===== config.mk =====
export PLATFORM = sky130hd
export DESIGN_NAME = rvb_req_issuer
export DESIGN_NICKNAME = d
export VERILOG_FILES = /design/src/rtl/rvb_req_issuer.sv
export SDC_FILE = /design/constraint.sdc
export NUM_CORES = 1
export LEC_CHECK = 0
export ABC_CLOCK_PERIOD_IN_PS = 29400
export CAP_MARGIN = 30
export CORE_MARGIN = 5
export CORE_UTILIZATION = 59
export DETAILED_ROUTE_END_ITERATION = 10
export PLACE_DENSITY = 0.95
export SLEW_MARGIN = 10
export SYNTH_ARGS = -nofsm -noshare
export SYNTH_HDL_FRONTEND = slang
export SYNTH_SLANG_ARGS = --single-unit

===== constraint.sdc =====
create_clock -name clock -period 29.4 [get_ports clock]
set_clock_uncertainty 0.2 [all_clocks]
set_input_delay 4.41 -clock clock [delete_from_list [all_inputs] [get_ports clock]]
set_output_delay 4.41 -clock clock [all_outputs]
set_load 0.01 [all_outputs]

===== src/rtl/rvb_req_issuer.sv =====
// rvb_req_issuer: issues operand commands to an rvb unit over din, pairs each dout beat with its operands and sequence number on res.
// Ports:
//   clock, reset                      clock, synchronous active-low reset
//   cmd_valid/ready, cmd_rs1/rs2/insn30   upstream command stream
//   din_valid/ready, din_rs1/rs2/insn30   request to the compute unit (registered)
//   dout_valid/ready, dout_rd             result beat from the unit
//   res_valid/ready, res_rd/rs1/rs2/insn30/seq   paired result stream
//   inflight                          ops accepted but not yet retired
//   err_spurious                      sticky flag: dout beat arrived with nothing in flight
module rvb_req_issuer #(
    parameter int XLEN = 64,
    parameter int MAX_INFLIGHT = 4,
    parameter int RES_DEPTH = 2,
    parameter int SEQW = 16,
    localparam int IW = $clog2(MAX_INFLIGHT) + 1
) (
    input  logic            clock,
    input  logic            reset,
    input  logic            cmd_valid,
    output logic            cmd_ready,
    input  logic [XLEN-1:0] cmd_rs1,
    input  logic [XLEN-1:0] cmd_rs2,
    input  logic            cmd_insn30,
    output logic            din_valid,
    input  logic            din_ready,
    output logic [XLEN-1:0] din_rs1,
    output logic [XLEN-1:0] din_rs2,
    output logic            din_insn30,
    input  logic            dout_valid,
    output logic            dout_ready,
    input  logic [XLEN-1:0] dout_rd,
    output logic            res_valid,
    input  logic            res_ready,
    output logic [XLEN-1:0] res_rd,
    output logic [XLEN-1:0] res_rs1,
    output logic [XLEN-1:0] res_rs2,
    output logic            res_insn30,
    output logic [SEQW-1:0] res_seq,
    output logic [IW-1:0]   inflight,
    output logic            err_spurious
);
    localparam int SPW = $clog2(MAX_INFLIGHT);
    localparam int RPW = RES_DEPTH > 1 ? $clog2(RES_DEPTH) : 1;
    localparam int RCW = $clog2(RES_DEPTH + 1);
    localparam logic [IW-1:0] MAX_CNT = IW'(MAX_INFLIGHT);
    localparam logic [RCW-1:0] RES_CNT = RCW'(RES_DEPTH);
    localparam logic [RPW-1:0] RES_LAST = RPW'(RES_DEPTH - 1);

    logic [SEQW-1:0] seq;
    logic [XLEN-1:0] sh_rs1 [MAX_INFLIGHT];
    logic [XLEN-1:0] sh_rs2 [MAX_INFLIGHT];
    logic            sh_i30 [MAX_INFLIGHT];
    logic [SEQW-1:0] sh_seq [MAX_INFLIGHT];
    logic [SPW-1:0]  sh_wp, sh_rp;
    logic [XLEN-1:0] rf_rd  [RES_DEPTH];
    logic [XLEN-1:0] rf_rs1 [RES_DEPTH];
    logic [XLEN-1:0] rf_rs2 [RES_DEPTH];
    logic            rf_i30 [RES_DEPTH];
    logic [SEQW-1:0] rf_seq [RES_DEPTH];
    logic [RPW-1:0]  rf_wp, rf_rp;
    logic [RCW-1:0]  rf_cnt;
    logic cmd_fire, din_fire, dout_fire, retire, res_pop;

    function automatic logic [RPW-1:0] rinc(input logic [RPW-1:0] p);
        return p == RES_LAST ? '0 : p + 1'b1;
    endfunction

    // The shadow FIFO occupancy always equals inflight, so inflight==0 doubles as shadow-empty.
    always_comb begin
        cmd_ready  = reset && (!din_valid || din_ready) && inflight < MAX_CNT;
        cmd_fire   = cmd_valid && cmd_ready;
        din_fire   = din_valid && din_ready;
        dout_ready = rf_cnt < RES_CNT;
        dout_fire  = dout_valid && dout_ready;
        retire     = dout_fire && inflight != '0;
        res_valid  = rf_cnt != '0;
        res_pop    = res_valid && res_ready;
        res_rd     = rf_rd[rf_rp];
        res_rs1    = rf_rs1[rf_rp];
        res_rs2    = rf_rs2[rf_rp];
        res_insn30 = rf_i30[rf_rp];
        res_seq    = rf_seq[rf_rp];
    end

    always_ff @(posedge clock) begin
        if (!reset) begin
            din_valid    <= 1'b0;
            seq          <= '0;
            inflight     <= '0;
            err_spurious <= 1'b0;
            sh_wp        <= '0;
            sh_rp        <= '0;
            rf_wp        <= '0;
            rf_rp        <= '0;
            rf_cnt       <= '0;
        end else begin
            din_valid    <= cmd_fire || (din_valid && !din_ready);
            seq          <= seq + SEQW'(cmd_fire);
            inflight     <= inflight + IW'(cmd_fire) - IW'(retire);
            err_spurious <= err_spurious || (dout_fire && inflight == '0);
            sh_wp        <= sh_wp + SPW'(cmd_fire);
            sh_rp        <= sh_rp + SPW'(retire);
            rf_wp        <= retire ? rinc(rf_wp) : rf_wp;
            rf_rp        <= res_pop ? rinc(rf_rp) : rf_rp;
            rf_cnt       <= rf_cnt + RCW'(retire) - RCW'(res_pop);
        end
    end

    always_ff @(posedge clock) begin
        if (cmd_fire) begin
            din_rs1       <= cmd_rs1;
            din_rs2       <= cmd_rs2;
            din_insn30    <= cmd_insn30;
            sh_rs1[sh_wp] <= cmd_rs1;
            sh_rs2[sh_wp] <= cmd_rs2;
            sh_i30[sh_wp] <= cmd_insn30;
            sh_seq[sh_wp] <= seq;
        end
        if (retire) begin
            rf_rd[rf_wp]  <= dout_rd;
            rf_rs1[rf_wp] <= sh_rs1[sh_rp];
            rf_rs2[rf_wp] <= sh_rs2[sh_rp];
            rf_i30[rf_wp] <= sh_i30[sh_rp];
            rf_seq[rf_wp] <= sh_seq[sh_rp];
        end
    end
endmodule


* Yosys cells after proc, flatten, opt, wreduce, memory -nomap -nowiden
Memories as Yosys holds them, arrays and structs flattened. A register that Yosys moved wholly into a read port is not among the register bits.
Cells that the tools add are included.
** Word-level totals
- Bits in registers :: 158
- Memory bits (writable) :: 998
- Input port bits :: 199
- Memories kept :: 9
** Memory list
- sh_rs1 :: words 4, bits a word 64, read ports 1, clocked after memory_dff 1, write ports 1, RTL line 50 : logic [XLEN-1:0] sh_rs1 [MAX_INFLIGHT];
- sh_rs2 :: words 4, bits a word 64, read ports 1, clocked after memory_dff 1, write ports 1, RTL line 51 : logic [XLEN-1:0] sh_rs2 [MAX_INFLIGHT];
- rf_rd :: words 2, bits a word 64, read ports 1, clocked after memory_dff 1, write ports 1, RTL line 55 : logic [XLEN-1:0] rf_rd [RES_DEPTH];
- rf_rs1 :: words 2, bits a word 64, read ports 1, clocked after memory_dff 1, write ports 1, RTL line 56 : logic [XLEN-1:0] rf_rs1 [RES_DEPTH];
- rf_rs2 :: words 2, bits a word 64, read ports 1, clocked after memory_dff 1, write ports 1, RTL line 57 : logic [XLEN-1:0] rf_rs2 [RES_DEPTH];
- sh_seq :: words 4, bits a word 16, read ports 1, clocked after memory_dff 1, write ports 1, RTL line 53 : logic [SEQW-1:0] sh_seq [MAX_INFLIGHT];
- +3 memories
** Operators by class
- Add/sub/neg operators :: 9
- $lt $le $gt $ge :: 2
- Muxes and demuxes :: 20
- Reduce and logical (&&, ||, !) cells :: 16
** Operators by type and width (number)
- 16-bit by 1-bit adder with 16-bit output :: 1
- 1-bit 2-to-1 mux :: 16
- 1-bit logical AND :: 8
- 2-bit 2-to-1 mux :: 4
- 2-bit by 1-bit adder with 2-bit output :: 3
- 3-bit by 1-bit adder with 3-bit output :: 1
- 3-bit zero test :: 1
- 1-bit logical OR :: 3
- 3-bit < comparator (second input constant) :: 1
- 3-bit nonzero test :: 1
- 3-bit by 1-bit subtractor with 3-bit output :: 1
- 1-bit adder (second input constant) :: 2
- 1-bit zero test :: 2
- 2-bit < comparator (second input constant) :: 1
- 2-bit nonzero test :: 1
- 2-bit by 1-bit subtractor with 2-bit output :: 1

* Logic depth before layout (Yosys ltp)
Gate-level depths: netlist of run 1.
- Word-level depth :: 7
- Depth in mapped cells :: 9
- Depth with buffers taken out :: 9

* Least setup slack after synthesis of run 1
No wires, ideal clock.
- Kind :: input to register
- Start point :: in din_ready
- End point :: mem sh_i30[1] (enable)
- Library setup time :: 0.857 ns
- Arrival :: 15.297 ns
- Path slack :: 13.045 ns
- Cell stages on the path :: 3
- Buffers on the path :: 0
- Cells stage by stage :: nand2b_1 -> nand4b_1 -> nor3b_1
** On the way
- Word-level cells in the longest chain between the ends :: 6
** RTL lines
- start, declared :: RTL line 25 : input logic din_ready,
- 1-bit logical OR :: RTL line 70 : cmd_ready = reset && (!din_valid || din_ready) && inflight < MAX_CNT;
- 1-bit logical AND (2 in series) :: RTL line 70
- 1-bit logical AND :: RTL line 71 : cmd_fire = cmd_valid && cmd_ready;
- 1-bit 2-to-1 mux :: RTL line 110 : if (cmd_fire) begin
- 1-bit 2-to-1 mux (not written as such) :: RTL line 116 : sh_i30[sh_wp] <= cmd_insn30;
- end, declared :: RTL line 52 : logic sh_i30 [MAX_INFLIGHT];
Every way passes these cells.

* Worst setup path after layout of run 1
- Start point :: in reset
- End point :: out cmd_ready
** On the way
- Word-level cells in the longest chain between the ends :: 2
** RTL lines
- start, declared :: RTL line 18 : input logic reset,
- 1-bit logical AND (2 in series) :: RTL line 70
- end, declared :: RTL line 20 : output logic cmd_ready,
Every way passes these cells.

==> flow_summary.toml, run 1 <==
[outcome]
outcome = "complete, no violations"

[route]
num_vias = 20000
drc = 0
drt-total-wl_um = 98600
drtIter0Drc = 2032
first_pass_iters = 5
via_per_inst = 6.00
antenna_left = 0
wire_per_inst_um = 29.6

[yosys]
synth-edff-count = 1127
synthArstFlopShare_pct = 0
seq_area_frac_synth_pct = 83.8
synthCells = 1683
ys_top_cells_by_area = "edfxtp_1 (82%), mux4_2 (7.9%), mux2_2 (5.7%), dfxtp_1 (1.5%), buf_2 (0.43%)"
yosysTopAreaCell = "edfxtp_1"
synthTopCellsByCount = "edfxtp_1 (1127), mux2_2 (209), mux4_2 (145)"
synth_top_cell_area_share_pct = 82.3
synthesis.nets = 1891
avgSynthCellArea_um2 = 24.4
synth_seq_cells = 1157
synth_cell_type_count = 37
syn-cell-area_mm2 = 0.0411
synthMostInstantiatedCell = "edfxtp_1"
synth_ff_type = "edfxtp_1"
yosys_warnings = 0

[clocking]
cts-htree-levels = 3
cts.path.max_buffers = 3
ctsResizeCount = 0
clk_latency_ps = 650
post-cts-setup-buffers = 0
cts-buffers-inserted = 107
cts_hold_buf = 0
clkTransAtPathRegs_ps = 60
cts_sinks = 1157
cts_tree = "built"
cts_root_buf = "clkbuf_16"

[setup_path]
ff2ff_path_depth = 6
worstPathRequired_ps = 24790
critPathArrivalTime_ps = 6640
critical_path_class = "input pin to primary output"
critical_path.endpoint_type = "primary output"
crit_fanout = 21
timing.critical_path.from_type = "input pin"
cp-startpoint = "reset"
r2r-start = "din_valid"

[grt]
grt_pass1_wl_um = 143000
overflow = 0
antenna_found_initial = 2
grt_pass1_vias = 21400
grt_usage_pct = 25.8
grt_max_degree = 90

[placed_design]
hpwl_um = 57100
gp_congestion = 0.855
buffer_ports.inserted = 544

[floorplanning]
die_x_um = 274
coreArea_mm2 = 0.0688
design.die.area_mm2 = 0.0751
rows = 96
start_util_pct = 59.7
die_h_um = 274
io_pins = 545

[timing]
rsz0062_at_grt = "no"
period_share_pct = 38.3
setup-tns-final_ps = 0
final-hold-violation-count = 0
fmax_mhz = 88.9
maxSlewViolCount = 0
holdWs_ps = 341
setup_viol = 0
min_period_ps = 11250
tightest_slew_ps = 1010
slew_headroom_pct = 32.4

[power_and_ir_drop]
pwr_density_cell_mw_per_mm2 = 87.2
power_leakage_nw = 16.5
fin_total_pwr_mw = 4.48
peakVddDrop_v = 0.0000937

[final_layout]
post-route-util_pct = 74.7
layout-drive-gt1-share_pct = 23.4
area.growth.synth_to_final_pct = 25.0
finalNetCount = 2516

[min_path]
whs_path_depth = 0
hold_class = "register to register"
hold_path.startpoint = "seq[15]"

[run]
cap_violations = 0
## worst paths after layout
| path | endpoint | slack, ps |
|---|---|---|
| worst max-delay path | cmd_ready | 18150 |
| worst min-delay path | sh_seq[1][15] | 340 |
| worst max register to register | sh_rs1[3][49] | 25240 |
| worst min register to register | sh_seq[1][15] | 340 |
## sequential cells by signal, summed over array words and instances (netlist names), 3 cells and up, named ones only
signal,flops
sh_rs1,256
sh_rs2,256
rf_rd,128
rf_rs1,128
rf_rs2,128
din_rs1,64
din_rs2,64
sh_seq,64
rf_seq,32
seq,16
sh_i30,4
inflight,3
## metrics by stage
stage               worst slack, ps  instances  cell area (µm²)
finish                        18150       3331            51400
floorplan                     13050       1683            41100
global placement              18390       3125            47700
detailed placement            18270       3125            47700
CTS                           18190       3324            51200
global route                  18000       3330            51400
## power by group
group / internal, mW / total (mW) / switching, mW
sequential: 2.04 / 2.12 / 0.0722
clock: 0.805 / 1.40 / 0.599
combinational: 0.483 / 0.960 / 0.476
total: 3.33 / 4.48 / 1.15
## layout by cell type, fill, tap and decap left out, types with 3 or more instances in the layout
| master | count |
|---|---|
| or3_1 | 3 |
| xor2_1 | 4 |
| inv_1 | 9 |
| buf_4 | 25 |
| clkbuf_16 | 109 |
| o21ai_0 | 4 |
| dfxtp_1 | 27 |
| nor4_1 | 4 |
| mux2_2 | 209 |
| clkbuf_8 | 3 |
| bufinv_16 | 13 |
| nor2_1 | 12 |
| clkbuf_1 | 16 |
| or4_1 | 4 |
| clkdlybuf4s50_1 | 544 |
| mux2i_1 | 4 |
| inv_16 | 3 |
| mux4_2 | 145 |
| nand2b_1 | 5 |
| o31ai_1 | 4 |
| xnor2_1 | 6 |
| clkinv_1 | 20 |
| edfxtp_1 | 1127 |
| and2_1 | 6 |
| dfxtp_4 | 3 |
| clkinv_2 | 24 |
| ha_1 | 8 |
| nand3_1 | 4 |
| clkinvlp_4 | 7 |
| nand2_1 | 8 |
| buf_16 | 4 |
| a21oi_1 | 9 |
## metal layers
layer  GRT usage, %  part of all wire (%)
met2           48.2                    56
met1           30.6                    34
met5              0                     0
met4           8.35                   3.1
met3           4.59                   7.2
## cell families after synthesis
family / Yosys count / share of synthesized area [%]
multiplexers: 358 / 13.8
AND/OR/NAND/NOR: 61 / 0.858
AO/OA/AOI/OAI: 19 / 0.265
XOR/XNOR: 10 / 0.213
flip-flops: 1157 / 83.8
buffers and inverters: 69 / 0.837
adder cells (fa/ha/maj): 9 / 0.292
## cell type report
type / count / area [µm²]
diodes: 2 / 5.00
multi-input cells: 457 / 6350
clock buffers: 128 / 2830
inverters: 11 / 53.8
repair buffers: 574 / 5760
well taps: 931 / 1160
fillers: 3354 / 17400
clock inverters: 71 / 762
flip-flops and latches: 1157 / 34500
## worst max-delay path: stages
cell and delay, ps:
clkdlybuf4s50_1 810, inv_1 510, nor3b_1 330, clkdlybuf4s50_1 580
(Power assumes the default switching activity.)
==> inputs of run 2 (changes only) <==
- ABC_CLOCK_PERIOD_IN_PS: 29400 -> 11400
- CORE_UTILIZATION: 59 -> 55
- PLACE_DENSITY: 0.95 -> 0.91
- clock period: 29.4 -> 11.4 ns (I/O delays scaled with it)
==> run 2 against run 1 <==
Against the previous run:
- critical path depth unchanged
- wire length down 1.3%
- power rose to 2.6 times the previous value
- register-to-register slack worse by 18000 ps
- worst hold slack worse by 8.2 ps
- global-route usage down 2.2 points
- critical endpoint unchanged
- highest routed layer unchanged
==> flow_summary.toml, run 2 (synthesis gave the netlist of run 1 again) <==
[outcome]
outcome = "complete, no violations"

[clocking]
ctsResizeCount = 0
cts_sinks = 1157
cts-htree-levels = 3
cts.path.max_buffers = 3
cts_root_buf = "clkbuf_16"
cts_hold_buf = 0
cts_tree = "built"
clk_latency_ps = 670
cts-buffers-inserted = 109
post-cts-setup-buffers = 0
clkTransAtPathRegs_ps = 60

[grt]
met1_usage_pct = 29.1
grt_max_degree = 80
grt_usage_pct = 23.7
busiest_layer = "met2"
grt_use_met2_pct = 42.8
grt_pass1_vias = 21100
grt_pass1_wl_um = 142000
antenna_found_initial = 5
overflow = 0
grt_use_met3_pct = 4.38

[timing]
rsz0062_at_grt = "no"
min_period_ps = 5920
period_share_pct = 51.9
setup_viol = 0
fmax_mhz = 169
maxSlewViolCount = 0
slew_headroom_pct = 33.4
setup-tns-final_ps = 0
final-hold-violation-count = 0
tightest_slew_ps = 999

[setup_path]
worstPathRequired_ps = 9490
crit_fanout = 21
crit_family = "buffers and inverters"
critical_path_class = "input pin to primary output"
critical_path.endpoint_type = "primary output"
r2r-start = "din_valid"
critPathArrivalTime_ps = 4010
slowest_stage = "clkdlybuf4s50_1"
cp-startpoint = "reset"
timing.critical_path.from_type = "input pin"
crit_buf_inv = 3
cp_common_cell = "clkdlybuf4s50_1"
cpPeakStageDelay_ps = 780
path_cells = "clkdlybuf4s50_1 -> inv_1 -> nor3b_1 -> clkdlybuf4s50_1"

[final_layout]
layout_common_cells = "edfxtp_1 (1127), clkdlybuf4s50_1 (544), mux2_2 (209)"
layout.cells.non_filler = 3376
layout-drive-gt1-share_pct = 23.1
area.growth.synth_to_final_pct = 25.2
top_regs = "sh_rs1 (256), sh_rs2 (256)"
final_common_cell = "edfxtp_1"
nFillCells = 4106
regArea_mm2 = 0.0345
finalNetCount = 2522
multi_input_area_mm2 = 0.00637

[route]
drtIter0Drc = 2011
drc = 0
via_per_inst = 5.95
wire_per_inst_um = 28.8
drt-total-wl_um = 97400
first_pass_iters = 6
num_vias = 20100
antenna_left = 0

[floorplanning]
die_x_um = 283
rows = 100
die_h_um = 283
io_pins = 545
coreArea_mm2 = 0.0743
design.die.area_mm2 = 0.0803
start_util_pct = 55.3

[power_and_ir_drop]
power_leakage_nw = 16.5
pwr_density_cell_mw_per_mm2 = 222
peakVddDrop_v = 0.000213

[min_path]
hold_class = "register to register"
hold_path.startpoint = "rf_wp"

[placed_design]
dp.cells = 3164
gp_congestion = 0.784
buffer_ports.inserted = 544
hpwl_um = 56600

[run]
cap_violations = 0
==> run 2: where the power goes <==
| group | internal (mW) | leakage [nW] | switching (mW) |
|---|---|---|---|
| registers | 5.27 | 10.6 | 0.173 |
| logic | 1.25 | 4.17 | 1.23 |
| clock network | 1.97 | 1.69 | 1.54 |
==> run 2: layer usage <==
layer  vias to the layer above  routed length, µm  share of wire [%]
met5                         -                  0                  0
met4                         0               3270                3.4
met3                       190               7000                7.2
met2                      1140              53000                 54
met1                     10500              34100                 35
li1                       8256                  -                  -
==> run 2: metrics by stage <==
step / worst slack, ps / instance area [µm²] / power (mW) / utilization (%) / hold slack, ps
CTS: 5520 / 51200 / 11.5 / 69.0 / 332
detailed placement: 5520 / 47800 / 7.93 / 64.3 / 294
global placement: 5620 / 47700 / 7.80 / 64.2 / 273
global route: 5360 / 51500 / 11.8 / 69.3 / 381
finish: 5480 / 51500 / 11.4 / 69.3 / 333
floorplan: 2390 / 41100 / 6.83 / - / 258
==> run 2: layout make-up <==
class / count / area share [%]
Antenna cell: 4 / 0.0194
Clock buffer: 135 / 5.55
Tap cell: 969 / 2.36
Inverter: 11 / 0.105
Multi-Input combinational cell: 457 / 12.4
Clock inverter: 65 / 1.22
Sequential cell: 1157 / 66.9
Timing Repair Buffer: 578 / 11.5
==> run 2: worst paths after layout <==
path	to	slack [ps]	cells after the start
worst max-delay path	cmd_ready	5480	4
worst min-delay path	rf_wp	330	2
worst max register to register	sh_rs1[3][37]	7660	5
worst min register to register	rf_wp	330	2
==> run 2: worst register-to-register path, delay by kind of cell, from the launching register on <==
kind / cells / cell delay (ps)
and+or+nand+nor: 3 / 1240
DFF: 1 / 320
buffers and inverters: 2 / 1510
